### src/rtl/seven_segment_pkg.sv
// Shared constants for the multiplexed common-anode hex display driver:
// segment table, polarities and the scan FSM state type.
package seven_segment_pkg;

  typedef enum logic [0:0] {
    StBlank,
    StShow
  } state_e;

  // Cathodes and anodes are both active-low.
  localparam logic       AnOn   = 1'b0;
  localparam logic       AnOff  = 1'b1;
  localparam logic       DpOn   = 1'b0;
  localparam logic       DpOff  = 1'b1;
  localparam logic [7:0] SegOff = 8'hFF;

  // Index n holds the pattern for hex digit n; bit 7 (dp) is off in every entry.
  localparam logic [15:0][7:0] SegTable = {
    8'h8E, 8'h86, 8'hA1, 8'hC6, 8'h83, 8'h88, 8'h90, 8'h80,
    8'hF8, 8'h82, 8'h92, 8'h99, 8'hB0, 8'hA4, 8'hF9, 8'hC0
  };

  function automatic logic [7:0] seg_lookup(input logic [3:0] nibble);
    return SegTable[nibble];
  endfunction

endpackage

### src/rtl/hex_to_segments.sv
// Combinational nibble-to-cathode decoder for one digit, with decimal point merge.
module hex_to_segments
  import seven_segment_pkg::*;
(
  input  logic [3:0] nibble,
  input  logic       dp_on,
  output logic [7:0] seg
);

  always_comb begin
    seg    = seg_lookup(nibble);
    seg[7] = dp_on ? DpOn : DpOff;
  end

endmodule

### src/rtl/seven_segment_mux.sv
// Multiplexed common-anode hex display driver with per-frame data snapshot and
// inter-digit ghost blanking. Define SEVEN_SEGMENT_LZB_EN for leading-zero blanking.
module seven_segment_mux
  import seven_segment_pkg::*;
#(
  parameter int unsigned NUM_DIGITS   = 8,
  parameter int unsigned CLK_DIV      = 100000,
  parameter int unsigned BLANK_CYCLES = 1000
) (
  input  logic                    clock,
  input  logic                    reset_n,
  input  logic [4*NUM_DIGITS-1:0] data,
  input  logic [NUM_DIGITS-1:0]   dp,
  input  logic [NUM_DIGITS-1:0]   digit_en,
  output logic [7:0]              ca,
  output logic [NUM_DIGITS-1:0]   an,
  output logic                    frame_start
);

  localparam int unsigned PresW = $clog2(CLK_DIV);
  localparam int unsigned IdxW  = (NUM_DIGITS > 1) ? $clog2(NUM_DIGITS) : 1;

  localparam logic [PresW-1:0] PresLast  = PresW'(CLK_DIV - 1);
  localparam logic [PresW-1:0] BlankLast = PresW'((BLANK_CYCLES > 0) ? BLANK_CYCLES - 1 : 0);
  localparam logic [IdxW-1:0]  IdxLast   = IdxW'(NUM_DIGITS - 1);

  logic [PresW-1:0]        presc_q, presc_d;
  logic [IdxW-1:0]         idx_q, idx_d;
  state_e                  state_q, state_d;
  logic [4*NUM_DIGITS-1:0] snap_data_q;
  logic [NUM_DIGITS-1:0]   snap_dp_q, snap_en_q, snap_en_d;
  logic [7:0]              ca_q, ca_d;
  logic [NUM_DIGITS-1:0]   an_q, an_d;
  logic                    frame_start_q;

  logic                    tick, wrap;
  logic [NUM_DIGITS-1:0]   keep;
  logic [3:0]              cur_nibble;
  logic [7:0]              cur_seg;

  assign tick = (presc_q == PresLast);
  assign wrap = tick && (idx_q == IdxLast);

  always_comb begin
    presc_d = presc_q + 1'b1;
    idx_d   = idx_q;
    if (tick) begin
      presc_d = '0;
      idx_d   = wrap ? '0 : idx_q + 1'b1;
    end
  end

  always_comb begin
    state_d = state_q;
    if (tick) begin
      state_d = (BLANK_CYCLES == 0) ? StShow : StBlank;
    end else if (state_q == StBlank && (BLANK_CYCLES == 0 || presc_q == BlankLast)) begin
      state_d = StShow;
    end
  end

`ifdef SEVEN_SEGMENT_LZB_EN
  // Walk from the top digit down; a digit survives once any nibble at or above it is nonzero.
  always_comb begin
    logic seen;
    seen = 1'b0;
    keep = '0;
    for (int i = int'(NUM_DIGITS) - 1; i >= 0; i--) begin
      seen    = seen | (|data[4*i +: 4]);
      keep[i] = seen || (i == 0);
    end
  end
`else
  assign keep = '1;
`endif

  assign snap_en_d = digit_en & keep;

  assign cur_nibble = 4'(snap_data_q >> {idx_q, 2'b00});

  hex_to_segments u_decode (
    .nibble (cur_nibble),
    .dp_on  (snap_dp_q[idx_q]),
    .seg    (cur_seg)
  );

  // Output image is derived from the current state; it lands one clock after the state.
  always_comb begin
    an_d = '1;
    ca_d = SegOff;
    if (state_q == StShow) begin
      an_d[idx_q] = snap_en_q[idx_q] ? AnOn : AnOff;
      ca_d        = cur_seg;
    end
  end

  always_ff @(posedge clock or negedge reset_n) begin
    if (!reset_n) begin
      presc_q       <= '0;
      idx_q         <= '0;
      state_q       <= StBlank;
      snap_data_q   <= '0;
      snap_dp_q     <= '0;
      snap_en_q     <= '0;
      ca_q          <= SegOff;
      an_q          <= '1;
      frame_start_q <= 1'b0;
    end else begin
      presc_q       <= presc_d;
      idx_q         <= idx_d;
      state_q       <= state_d;
      ca_q          <= ca_d;
      an_q          <= an_d;
      frame_start_q <= wrap;
      if (wrap) begin
        snap_data_q <= data;
        snap_dp_q   <= dp;
        snap_en_q   <= snap_en_d;
      end
    end
  end

  assign ca          = ca_q;
  assign an          = an_q;
  assign frame_start = frame_start_q;

endmodule

### config.mk
export PLATFORM = sky130hd
export DESIGN_NAME = seven_segment_mux
export DESIGN_NICKNAME = d
export VERILOG_FILES = /design/src/rtl/seven_segment_pkg.sv /design/src/rtl/hex_to_segments.sv /design/src/rtl/seven_segment_mux.sv
export SDC_FILE = /design/constraint.sdc
export NUM_CORES = 1
export LEC_CHECK = 0
export BUFFER_PORTS_ARGS = -buffer_cell sky130_fd_sc_hd__buf_2
export CELL_PAD_IN_SITES_DETAIL_PLACEMENT = 0
export CELL_PAD_IN_SITES_GLOBAL_PLACEMENT = 1
export CORE_ASPECT_RATIO = 0.7
export CORE_UTILIZATION = 46
export CTS_CLUSTER_SIZE = 20
export DETAILED_ROUTE_END_ITERATION = 6
export GPL_TIMING_DRIVEN = 0
export MAX_ROUTING_LAYER = met4
export PLACE_DENSITY_LB_ADDON = 0.1
export REMOVE_ABC_BUFFERS = 1
export SLEW_MARGIN = 20
export SYNTH_ARGS = -nofsm -noshare
export SYNTH_HDL_FRONTEND = slang
export SYNTH_SLANG_ARGS = --single-unit
### constraint.sdc
create_clock -name clock -period 2.8 [get_ports clock]
set_clock_uncertainty 0.15 [all_clocks]
set_input_delay 0.14 -clock clock [delete_from_list [all_inputs] [get_ports clock]]
set_output_delay 0.14 -clock clock [all_outputs]
set_load 0.02 [all_outputs]
### After elaboration in Yosys (flattened, before gate mapping)

Memory sizes are Yosys's and may differ from the RTL's.
Cells that the tools add are included.

* add/sub/neg operators: 2
* order comparisons: 3
* equal/unequal tests: 3
* shifts and indexed selects: 1
* multiplexer cells: 15
* bitwise gates (word level): 3
* reductions and logical operators: 4

Operator list (count)
* right shift 32 x 5 -> 4 bit: 1
* adder 17 x 1 -> 17 bit (second input constant): 1
* equality test 17 x 10 -> 1 bit (second input constant): 1
* equality test 17 bit (second input constant): 1
* 2-to-1 mux 17 bit: 1
* 2-to-1 mux 8 bit: 2
* inverter 8 bit: 1
* OR 8 bit: 1
* 2-to-1 mux 1 bit: 7
* 2-to-1 mux 7 bit: 1
* binary-select mux 1 bit (select 3 bit): 2
* < comparator 4 x 5 -> 1 bit (second input constant): 1
* < comparator 3 x 4 -> 1 bit (second input constant): 1
* adder 3 x 1 -> 3 bit (second input constant): 1
* demux 1 bit (select 3 bit): 1
* equality test 3 bit (second input constant): 1
* >= comparator 3 x 1 -> 1 bit (second input constant): 1
* logical AND 1 bit: 3
* 2-to-1 mux 3 bit: 1
* nonzero test 2 bit: 1
* inverter 1 bit: 1

* bits in registers: 86
* ROM bits: 128
* input bits: 50
* output and inout bits: 17
* word-level logic and storage cells: 41
* memories kept: 1

Memory list
* (no name shown): depth 16, bits a word 8, read ports 1, clocked after Yosys merged registers in 0, write ports 0, RTL line seven_segment_pkg.sv:24 `return SegTable[nibble];`

### Longest topological paths before layout

Gate-level depths: netlist of the first run.

* depth in word-level cells: 7
* gate-level depth with buffers: 10
* depth with buffers taken out: 8

### Hierarchy

From an unflattened synthesis of the first run, not the netlist that was laid out.

* cell total of the unflattened synthesis: 327
* area total of the unflattened synthesis: 4149.0 µm²

By module, submodules not included
* seven_segment_mux: times used 1, cells an instance 294, area each 3870.0 µm², seq. area each 2172.1 µm²
* hex_to_segments: times used 1, cells an instance 33, area each 279.0 µm², seq. area each 0.0 µm²

### Least setup slack after synthesis of the first run

Ideal clock, no wire load.

* path kind: reg2reg
* start point: reg idx_q[0]
* end point: reg ca_q[0] (netlist: ca[0])
* arrival time: 2279 ps
* data required time: 2582 ps
* path slack: 303 ps
* stages on the path, launching flop included: 9
* period minus slack after synthesis: 2497 ps
* cells stage by stage: dfrtp_1 > buf_6 > buf_6 > mux4_1 > mux2i_1 > ha_1 > o21ai_0 > mux2_1 > nand4b_1

* cells in the longest elaborated chain, start to end: 4

RTL lines
* from (decl): RTL line seven_segment_mux.sv:28 `logic [IdxW-1:0] idx_q, idx_d;`
* from (signal assigned): RTL line seven_segment_mux.sv:110 `idx_q <= idx_d;`
* right shift 32 x 5 -> 4 bit: RTL line seven_segment_mux.sv:79 `assign cur_nibble = 4'(snap_data_q >> {idx_q, 2'b00});`
* memory read (16 x 8 bit)
* 2-to-1 mux 7 bit (not written as such): RTL line seven_segment_pkg.sv:24
* 2-to-1 mux 8 bit: RTL line seven_segment_mux.sv:91 `if (state_q == StShow) begin`
* net ca_d[0]: RTL line seven_segment_mux.sv:32 `logic [7:0] ca_q, ca_d;`
* to (signal assigned): RTL line seven_segment_mux.sv:105 `ca_q <= SegOff;`
* to (decl): RTL line seven_segment_mux.sv:32

The timed path passes the listed nets, and every way through them passes these cells. The select of a mux whose other input is x is not followed.
A chain may end at the register's enable or synchronous reset.

### Worst setup path in the final report of the first run

Same ends and word-level chain as after synthesis.

==> results_tabular.tex, run 1 <==
\begin{tabular}{lr}
\hline
Metric & Value \\
\hline
\multicolumn{2}{l}{\textbf{STA}} \\
Count of final max-slew check failures & 0 \\
Setup\_tns & 0 ps \\
Period minus WS final & 2610 ps \\
Rel. slew slack & 60.9\% \\
Total of endpoints with negative setup slack in the final report & 0 \\
Fin crit share & 93.4\% \\
RSZ-0062 raised after global routing & false \\
Final Hold Viols & 0 \\
Minimum setup slack in the final design & 185 ps \\
Maximum operating frequency & 382 MHz \\
Transition time at the pin with the least slew margin & 586 ps \\
\multicolumn{2}{l}{\textbf{Drt}} \\
Per-cell via count in the routed design & 4.99 \\
WL per Instance & 14.8 um \\
Post-route ant nets & 0 \\
Drc violations & 0 \\
Via count of the routed design & 2718 \\
Number of DRC markers in iteration 0 & 96 \\
First drt pass iteration count & 5 \\
Wire length after detailed routing & 8040 um \\
\multicolumn{2}{l}{\textbf{Placement}} \\
RD Place Congestion & 0.796 \\
Estimated wirelength of the detail-placed design & 5070 um \\
Minimum setup slack after placement & -645 ps \\
Port bufs & 66 \\
\multicolumn{2}{l}{\textbf{Hold path}} \\
Path category of the worst min-delay check & primary input to asynchronous set/reset pin \\
\multicolumn{2}{l}{\textbf{Floorplan}} \\
Site row count & 28 \\
Chip Width & 115 um \\
Initial cell density of the core & 47.9\% \\
Die span in y & 80.8 um \\
Area of the die & 9250 sq um \\
Number of placed I/O pins & 67 \\
Total core area & 8510 sq um \\
\multicolumn{2}{l}{\textbf{Logic synthesis}} \\
Synth Area per Inst & 13.1 sq um \\
Number of synthesis warnings & 0 \\
Top cells by instance count after synthesis & 70 x sky130\_fd\_sc\_hd\_\_dfrtp\_1, 36 x sky130\_fd\_sc\_hd\_\_mux2\_2, 19 x sky130\_fd\_sc\_hd\_\_mux2\_1, 18 x sky130\_fd\_sc\_hd\_\_nor2\_1, 17 x sky130\_fd\_sc\_hd\_\_nand3\_1 \\
Ranking of synthesized cells by area & sky130\_fd\_sc\_hd\_\_dfrtp\_1 43\%, sky130\_fd\_sc\_hd\_\_dfstp\_2 10\%, sky130\_fd\_sc\_hd\_\_mux2\_2 9.9\% \\
Leading cell type by number of instances after synthesis & sky130\_fd\_sc\_hd\_\_dfrtp\_1 \\
Number of cells produced by synthesis & 310 \\
Leading register cell type out of synthesis & sky130\_fd\_sc\_hd\_\_dfrtp\_1 \\
Sequential-to-total area share from yosys stat & 53.3\% \\
Fraction of registers with async set or reset after synthesis & 100\% \\
Top cell type by total area after synthesis & sky130\_fd\_sc\_hd\_\_dfrtp\_1 \\
Count of cell types in the netlist & 54 \\
Mapped cell area & 4080 sq um \\
Area share of the largest cell type after synthesis & 43.0\% \\
Number of enable-type register cells in the synthesized netlist & 0 \\
Synthesized flop and latch total & 86 \\
\multicolumn{2}{l}{\textbf{Clock network}} \\
TritonCTS clock tree & yes \\
Cell at the root of the clock tree & sky130\_fd\_sc\_hd\_\_clkbuf\_16 \\
Clock H-tree levels & 3 \\
Clock latency on the worst-skew pair & 330 ps \\
Number of buffers between clock root and the deepest sink & 2 \\
Number of clock sinks & 86 \\
Cts bufs inserted & 9 \\
Clock-pin transition on the worst setup and hold timing paths & 60 ps \\
\multicolumn{2}{l}{\textbf{Global routing}} \\
Routing layer with the top usage in global route & met2 \\
Met1 usage & 26.8\% \\
Via count of the first global-routing pass & 2738 \\
Antenna violations before repair & 0 \\
Global-route wire length before repair & 13500 um \\
Met2 Resource Use GR & 30.2\% \\
Leftover overflow at the end of global routing & 0 \\
Maximum number of pins on one net before global-route repair & 50 \\
Met3 routing resource usage after global routing & 5.15\% \\
Overall track demand over capacity in global routing & 20.0\% \\
\multicolumn{2}{l}{\textbf{Power}} \\
Sequential Power Share & 48.1\% \\
Internal portion of total power & 2.14 mW \\
Portion of total power attributed to the clock network & 44.7\% \\
Leakage power & 2.22 nW \\
Max rail drop VDD & 0.424 mV \\
Net switching power figure & 558 uW \\
Combinational group share of total power & 7.2\% \\
Proportion of total power due to net switching & 20.7\% \\
Total Power Consumption & 2.69 mW \\
Power density over the cells & 510 nW/um\^{}2 \\
\multicolumn{2}{l}{\textbf{Critical path}} \\
Worst reg-to-reg path cell count & 6 \\
Crit path largest cell delay & 670 ps \\
Worst-path cell with the longest stage delay & sky130\_fd\_sc\_hd\_\_mux4\_1 \\
Worst Path Class, Setup & flop to flop \\
Crit path cell chain & mux4\_1, mux2i\_4, ha\_1, o21ai\_0, mux2\_1, nand4b\_1 \\
Worst endpoint required time & 2910 ps \\
Reg-to-reg setup timing slack & 190 ps \\
CP max FO & 14 \\
Critical R2R Launch & idx\_q[0] \\
Worst reg2reg path endpoint & ca[0] \\
Worst Setup End Kind & flop \\
Startpoint kind of the worst setup timing path & flop \\
Signal arrival time at the worst endpoint & 2720 ps \\
\multicolumn{2}{l}{\textbf{Cells and area}} \\
Area grow syn2layout & 29.7\% \\
Share of layout cells above drive strength 1 & 35.8\% \\
Number of antenna diodes & 0 \\
Final-stage net count & 480 \\
Fillers & 687 \\
\multicolumn{2}{l}{\textbf{Outcome}} \\
Status & completed \\
\multicolumn{2}{l}{\textbf{Job}} \\
Count of max-cap constraint violations & 0 \\
\hline
\end{tabular}
logic make-up (layout without fill, tap and decap cells):
logic type / Yosys count / after routing / share of synthesized area (%)
buffers and inverters: 26 / 141 / 4.45
XOR/XNOR: 14 / 14 / 3.01
adder cells (fa/ha/maj): 10 / 10 / 3.07
AO/OA/AOI/OAI: 24 / 24 / 5.16
flip-flops: 86 / 86 / 53.3
AND/OR/NAND/NOR: 80 / 80 / 10.8
multiplexers: 70 / 70 / 20.2
per-layer routing:
metal / vias to the layer above / routed length [um] / part of all wire, %
li1: 1337 / - / -
met1: 1318 / 4100 / 51
met2: 54 / 3550 / 44
met3: 9 / 287 / 3.6
met4: 0 / 101 / 1.3
met5: - / 0 / 0
power groups by stage:
stage	Sequential, mW	Combinational (mW)	Clock, mW
after global routing	1.30	0.217	1.29
after floorplan	1.31	0.0681	0
after global placement	1.32	0.134	0
after CTS	1.30	0.196	1.23
final	1.30	0.195	1.20
after detailed placement	1.32	0.142	0
metrics by stage:
| stage | hold WS, ps | util (%) | instances | instance area, sq um |
|---|---|---|---|---|
| 4_1_cts | 173 | 61.8 | 544 | 5260 |
| 3_5_place_dp | -10.5 | 52.2 | 479 | 4440 |
| 2_1_floorplan | -306 | - | 292 | 3930 |
| 3_3_place_gp | 202 | 51.7 | 478 | 4410 |
| 6_report | 160 | 62.1 | 545 | 5290 |
| 5_1_grt | 216 | 62.1 | 545 | 5290 |
placed cells by master, fill, tap and decap left out, types with 7 or more instances in the layout:
master,Yosys,final
sky130_fd_sc_hd__buf_2,4,65
sky130_fd_sc_hd__dfstp_2,16,16
sky130_fd_sc_hd__xnor2_1,9,9
sky130_fd_sc_hd__nand3_1,17,17
sky130_fd_sc_hd__nor2_1,18,18
sky130_fd_sc_hd__mux2_2,36,36
sky130_fd_sc_hd__ha_1,10,10
sky130_fd_sc_hd__mux2i_1,11,10
sky130_fd_sc_hd__mux2_1,19,19
sky130_fd_sc_hd__nand2_1,10,9
sky130_fd_sc_hd__clkbuf_16,0,9
sky130_fd_sc_hd__nand4_1,7,7
sky130_fd_sc_hd__dfrtp_1,70,67
sky130_fd_sc_hd__dlygate4sd3_1,0,49
sky130_fd_sc_hd__inv_1,8,8
worst max path at each step:
stage | from | endpoint | slack (ps) | depth (start not counted)
2_1_floorplan | presc_q[0] | snap_data_q[0] | -240 | 6
3_3_place_gp | presc_q[0] | snap_dp_q[1] | -1170 | 6
6_report | idx_q[0] | ca[0] | 190 | 6
5_1_grt | idx_q[0] | ca[0] | 20 | 8
3_5_place_dp | idx_q[0] | ca[0] | -640 | 6
4_1_cts | idx_q[0] | ca[0] | 7 | 8
timing repair:
item | 4_1_cts | 5_1_grt
endpoints found under the setup margin | 55 | 51
endpoints found under the hold margin | 85 | 0
buffers inserted | 0 | 1
gates resized for setup | 7 | 2
pin swaps | 0 | 1
hold buffers | 49 | 0
sequential cells by signal (all words and copies together), names as in the netlist:
name / count
idx_q: 3
ca: 8
presc_q: 17
snap_en_q: 8
frame_start: 1
snap_data_q: 32
state_q: 1
snap_dp_q: 8
an: 8
layout make-up:
cell class / count / area, sq um / share of cell area, %
clock inverters: 3 / 42.5 / 0.805
well taps: 120 / 150 / 2.84
inverters: 8 / 30.0 / 0.568
clock buffers: 13 / 260 / 4.92
repair buffers: 117 / 862 / 16.3
flip-flops and latches: 86 / 2180 / 41.2
multi-input cells: 198 / 1760 / 33.4
critical path, delay by kind of cell (launching register included):
family | cells | cell delay (ps)
multiplexers | 3 | 1270
flip-flops | 1 | 570
adder cells (fa/ha/maj) | 1 | 280
AO/OA/AOI/OAI | 1 | 170
AND/OR/NAND/NOR | 1 | 100
(Power assumes the default switching activity.)
==> inputs of run 2 (changes only) <==
--- a/config.mk
+++ b/config.mk
@@ -5,6 +5,7 @@
 export SDC_FILE = /design/constraint.sdc
 export NUM_CORES = 1
 export LEC_CHECK = 0
+export ABC_CLOCK_PERIOD_IN_PS = 2800
 export BUFFER_PORTS_ARGS = -buffer_cell sky130_fd_sc_hd__buf_2
 export CELL_PAD_IN_SITES_DETAIL_PLACEMENT = 0
 export CELL_PAD_IN_SITES_GLOBAL_PLACEMENT = 1
@@ -12,7 +13,7 @@
 export CORE_UTILIZATION = 46
 export CTS_CLUSTER_SIZE = 20
 export DETAILED_ROUTE_END_ITERATION = 6
-export GPL_TIMING_DRIVEN = 0
+export GPL_TIMING_DRIVEN = 1
 export MAX_ROUTING_LAYER = met4
 export PLACE_DENSITY_LB_ADDON = 0.1
 export REMOVE_ABC_BUFFERS = 1
==> run 2 against run 1 <==
- sequential share of layout area shrank 0.61 points
- largest cell class unchanged
- power grew 3.6%
- final area grew 1.2%
- critical path type unchanged
==> results_tabular.tex, run 2 (same netlist as run 1, synthesis figures left out) <==
\begin{tabular}{lr}
\hline
Metric & Value \\
\hline
\multicolumn{2}{l}{\textbf{Outcome}} \\
Status & completed \\
\multicolumn{2}{l}{\textbf{Cells and area}} \\
Largest register FFs & 32 (unchanged) \\
Area grow syn2layout & 31.3\% \\
Share of layout cells above drive strength 1 & 36.2\% (+0.47 points) \\
Core occupancy in the finished layout & 62.9\% (+0.75 points) \\
Leading cell type in the layout, fill and taps excluded & sky130\_fd\_sc\_hd\_\_dfrtp\_1 \\
Fillers & 692 (+0.73\%) \\
Flip-flop and latch area & 2170 sq um (-0.29\%) \\
Most frequent cells in the layout & 70 x sky130\_fd\_sc\_hd\_\_dfrtp\_1, 65 x sky130\_fd\_sc\_hd\_\_buf\_2, 49 x sky130\_fd\_sc\_hd\_\_dlygate4sd3\_1, 36 x sky130\_fd\_sc\_hd\_\_mux2\_2, 19 x sky130\_fd\_sc\_hd\_\_mux2\_1 \\
Final-stage net count & 491 (+2.3\%) \\
Registers with the highest flip-flop counts & snap\_data\_q: 32 flops, presc\_q: 17 flops \\
Area taken by multi-input logic gates & 1730 sq um (-2.2\%) \\
Number of antenna diodes & 0 (unchanged) \\
Final standard cell count with taps included and fillers excluded & 556 (+2.0\%) \\
Largest Register & snap\_data\_q \\
\multicolumn{2}{l}{\textbf{Critical path}} \\
Startpoint kind of the worst setup timing path & flop \\
Crit path cell chain & buf\_4, mux2\_2, o2bb2ai\_1, or2\_1, mux2i\_1, a21o\_1 \\
Worst reg2reg path endpoint & ca[4] \\
Worst Path Class, Setup & flop to flop \\
Critical path buffers and inverters & 1 (+1) \\
Worst Setup End Kind & flop \\
Crit path largest cell delay & 550 ps (-120 ps) \\
Family of cells with the greatest summed delay on the critical path & multiplexers \\
Critical R2R Launch & idx\_q[0] \\
Worst reg-to-reg path cell count & 6 (unchanged) \\
CP max FO & 12 (-2) \\
Worst endpoint required time & 2930 ps (+20 ps) \\
Reg-to-reg setup timing slack & 320 ps (+140 ps) \\
Signal arrival time at the worst endpoint & 2610 ps (-110 ps) \\
Worst-path cell with the longest stage delay & sky130\_fd\_sc\_hd\_\_dfrtp\_1 \\
\multicolumn{2}{l}{\textbf{Clock network}} \\
Number of resized instances in the post-cts repair step & 0 (-7) \\
Cell at the root of the clock tree & sky130\_fd\_sc\_hd\_\_clkbuf\_16 \\
Clock-pin transition on the worst setup and hold timing paths & 60 ps (about the same) \\
Clock H-tree levels & 3 (unchanged) \\
Cts bufs inserted & 9 (unchanged) \\
Number of buffers between clock root and the deepest sink & 2 (unchanged) \\
TritonCTS clock tree & yes \\
Number of clock sinks & 86 (unchanged) \\
Clock latency on the worst-skew pair & 330 ps (about the same) \\
\multicolumn{2}{l}{\textbf{Global routing}} \\
Antenna violations before repair & 0 (unchanged) \\
Maximum number of pins on one net before global-route repair & 45 (-10\%) \\
Via count of the first global-routing pass & 2808 (+2.6\%) \\
Leftover overflow at the end of global routing & 0 (unchanged) \\
Global-route wire length before repair & 13900 um (+3.1\%) \\
Overall track demand over capacity in global routing & 20.8\% (+0.79 points) \\
\multicolumn{2}{l}{\textbf{Floorplan}} \\
Initial cell density of the core & 47.9\% (unchanged) \\
Site row count & 28 (unchanged) \\
Total core area & 8510 sq um (unchanged) \\
Number of placed I/O pins & 67 (unchanged) \\
Area of the die & 9250 sq um (unchanged) \\
Die span in y & 80.8 um (unchanged) \\
Chip Width & 115 um (unchanged) \\
\multicolumn{2}{l}{\textbf{STA}} \\
Minimum setup slack in the final design & 322 ps (+137 ps) \\
Setup\_tns & 0 ps (unchanged) \\
Maximum operating frequency & 404 MHz (+5.5\%) \\
Transition time at the pin with the least slew margin & 603 ps (+16.5 ps) \\
Count of final max-slew check failures & 0 (unchanged) \\
Final Hold Viols & 0 (unchanged) \\
Fin crit share & 88.5\% (-4.9 points) \\
Period minus WS final & 2480 ps (-137 ps) \\
Total of endpoints with negative setup slack in the final report & 0 (unchanged) \\
RSZ-0062 raised after global routing & false \\
Rel. slew slack & 59.8\% (-1.1 points) \\
\multicolumn{2}{l}{\textbf{Placement}} \\
RD Place Congestion & 0.801 (+0.59\%) \\
Minimum setup slack after placement & 209 ps (+854 ps) \\
Port bufs & 66 (unchanged) \\
Post-Place Cells & 489 (+2.1\%) \\
Estimated wirelength of the detail-placed design & 5580 um (+10\%) \\
\multicolumn{2}{l}{\textbf{Drt}} \\
Number of DRC markers in iteration 0 & 111 (+16\%) \\
Per-cell via count in the routed design & 4.94 (-0.90\%) \\
First drt pass iteration count & 4 (-1) \\
WL per Instance & 15.1 um (+2.1\%) \\
Drc violations & 0 (unchanged) \\
Via count of the routed design & 2748 (+1.1\%) \\
Post-route ant nets & 0 (unchanged) \\
Wire length after detailed routing & 8380 um (+4.2\%) \\
\multicolumn{2}{l}{\textbf{Job}} \\
Count of max-cap constraint violations & 0 (unchanged) \\
\multicolumn{2}{l}{\textbf{Hold path}} \\
Path category of the worst min-delay check & primary input to asynchronous set/reset pin \\
\multicolumn{2}{l}{\textbf{Power}} \\
Max rail drop VDD & 0.312 mV (-26\%) \\
Leakage power & 2.29 nW (+3.1\%) \\
Power density over the cells & 521 nW/um\^{}2 (+2.3\%) \\
Total Power Consumption & 2.79 mW (+3.6\%) \\
\hline
\end{tabular}
run 2: power by group:
group	switching, mW	internal, mW	total, mW
combinational	0.0767	0.120	0.196
sequential	0.0197	1.28	1.30
clock	0.464	0.831	1.29
run 2: per-stage QoR:
step | hold WS, ps | instance area (sq um)
3_5_place_dp | 21.8 | 4520
4_1_cts | 210 | 5340
3_3_place_gp | 15.7 | 4520
2_1_floorplan | -306 | 3930
5_1_grt | 239 | 5350
6_report | 182 | 5350
run 2: area by class of cell:
class | count | share of cell area [%]
inverters | 8 | 0.561
well taps | 120 | 2.81
multi-input cells | 198 | 32.2
repair buffers | 128 | 17.7
flip-flops and latches | 86 | 40.6
clock buffers | 13 | 4.86
clock inverters | 3 | 1.26
run 2: worst max path at each step:
stage / startpoint / endpoint / slack [ps] / cells after the start
after global routing: idx_q[0] / ca[0] / 130 / 10
final: idx_q[0] / ca[4] / 320 / 6
after global placement: idx_q[0] / ca[2] / 330 / 8
after CTS: idx_q[0] / ca[0] / 190 / 9
after detailed placement: idx_q[0] / ca[0] / 210 / 9
after floorplan: presc_q[0] / snap_data_q[0] / -240 / 6
run 2: what timing repair did:
action                     4_1_cts  5_1_grt
setup endpoints to repair        0        2
buffers inserted                 0        2
hold buffers                    49        0
hold endpoints to repair        75        0
run 2: routing by layer:
metal / routed length, um / up-vias / track usage, % / share of wire [%]
met5: 0 / - / - / 0
met4: 97 / 0 / 6.75 / 1.2
met3: 266 / 7 / 5.37 / 3.2
met2: 3660 / 58 / 30.4 / 44
met1: 4350 / 1331 / 28.4 / 52
li1: - / 1352 / - / -
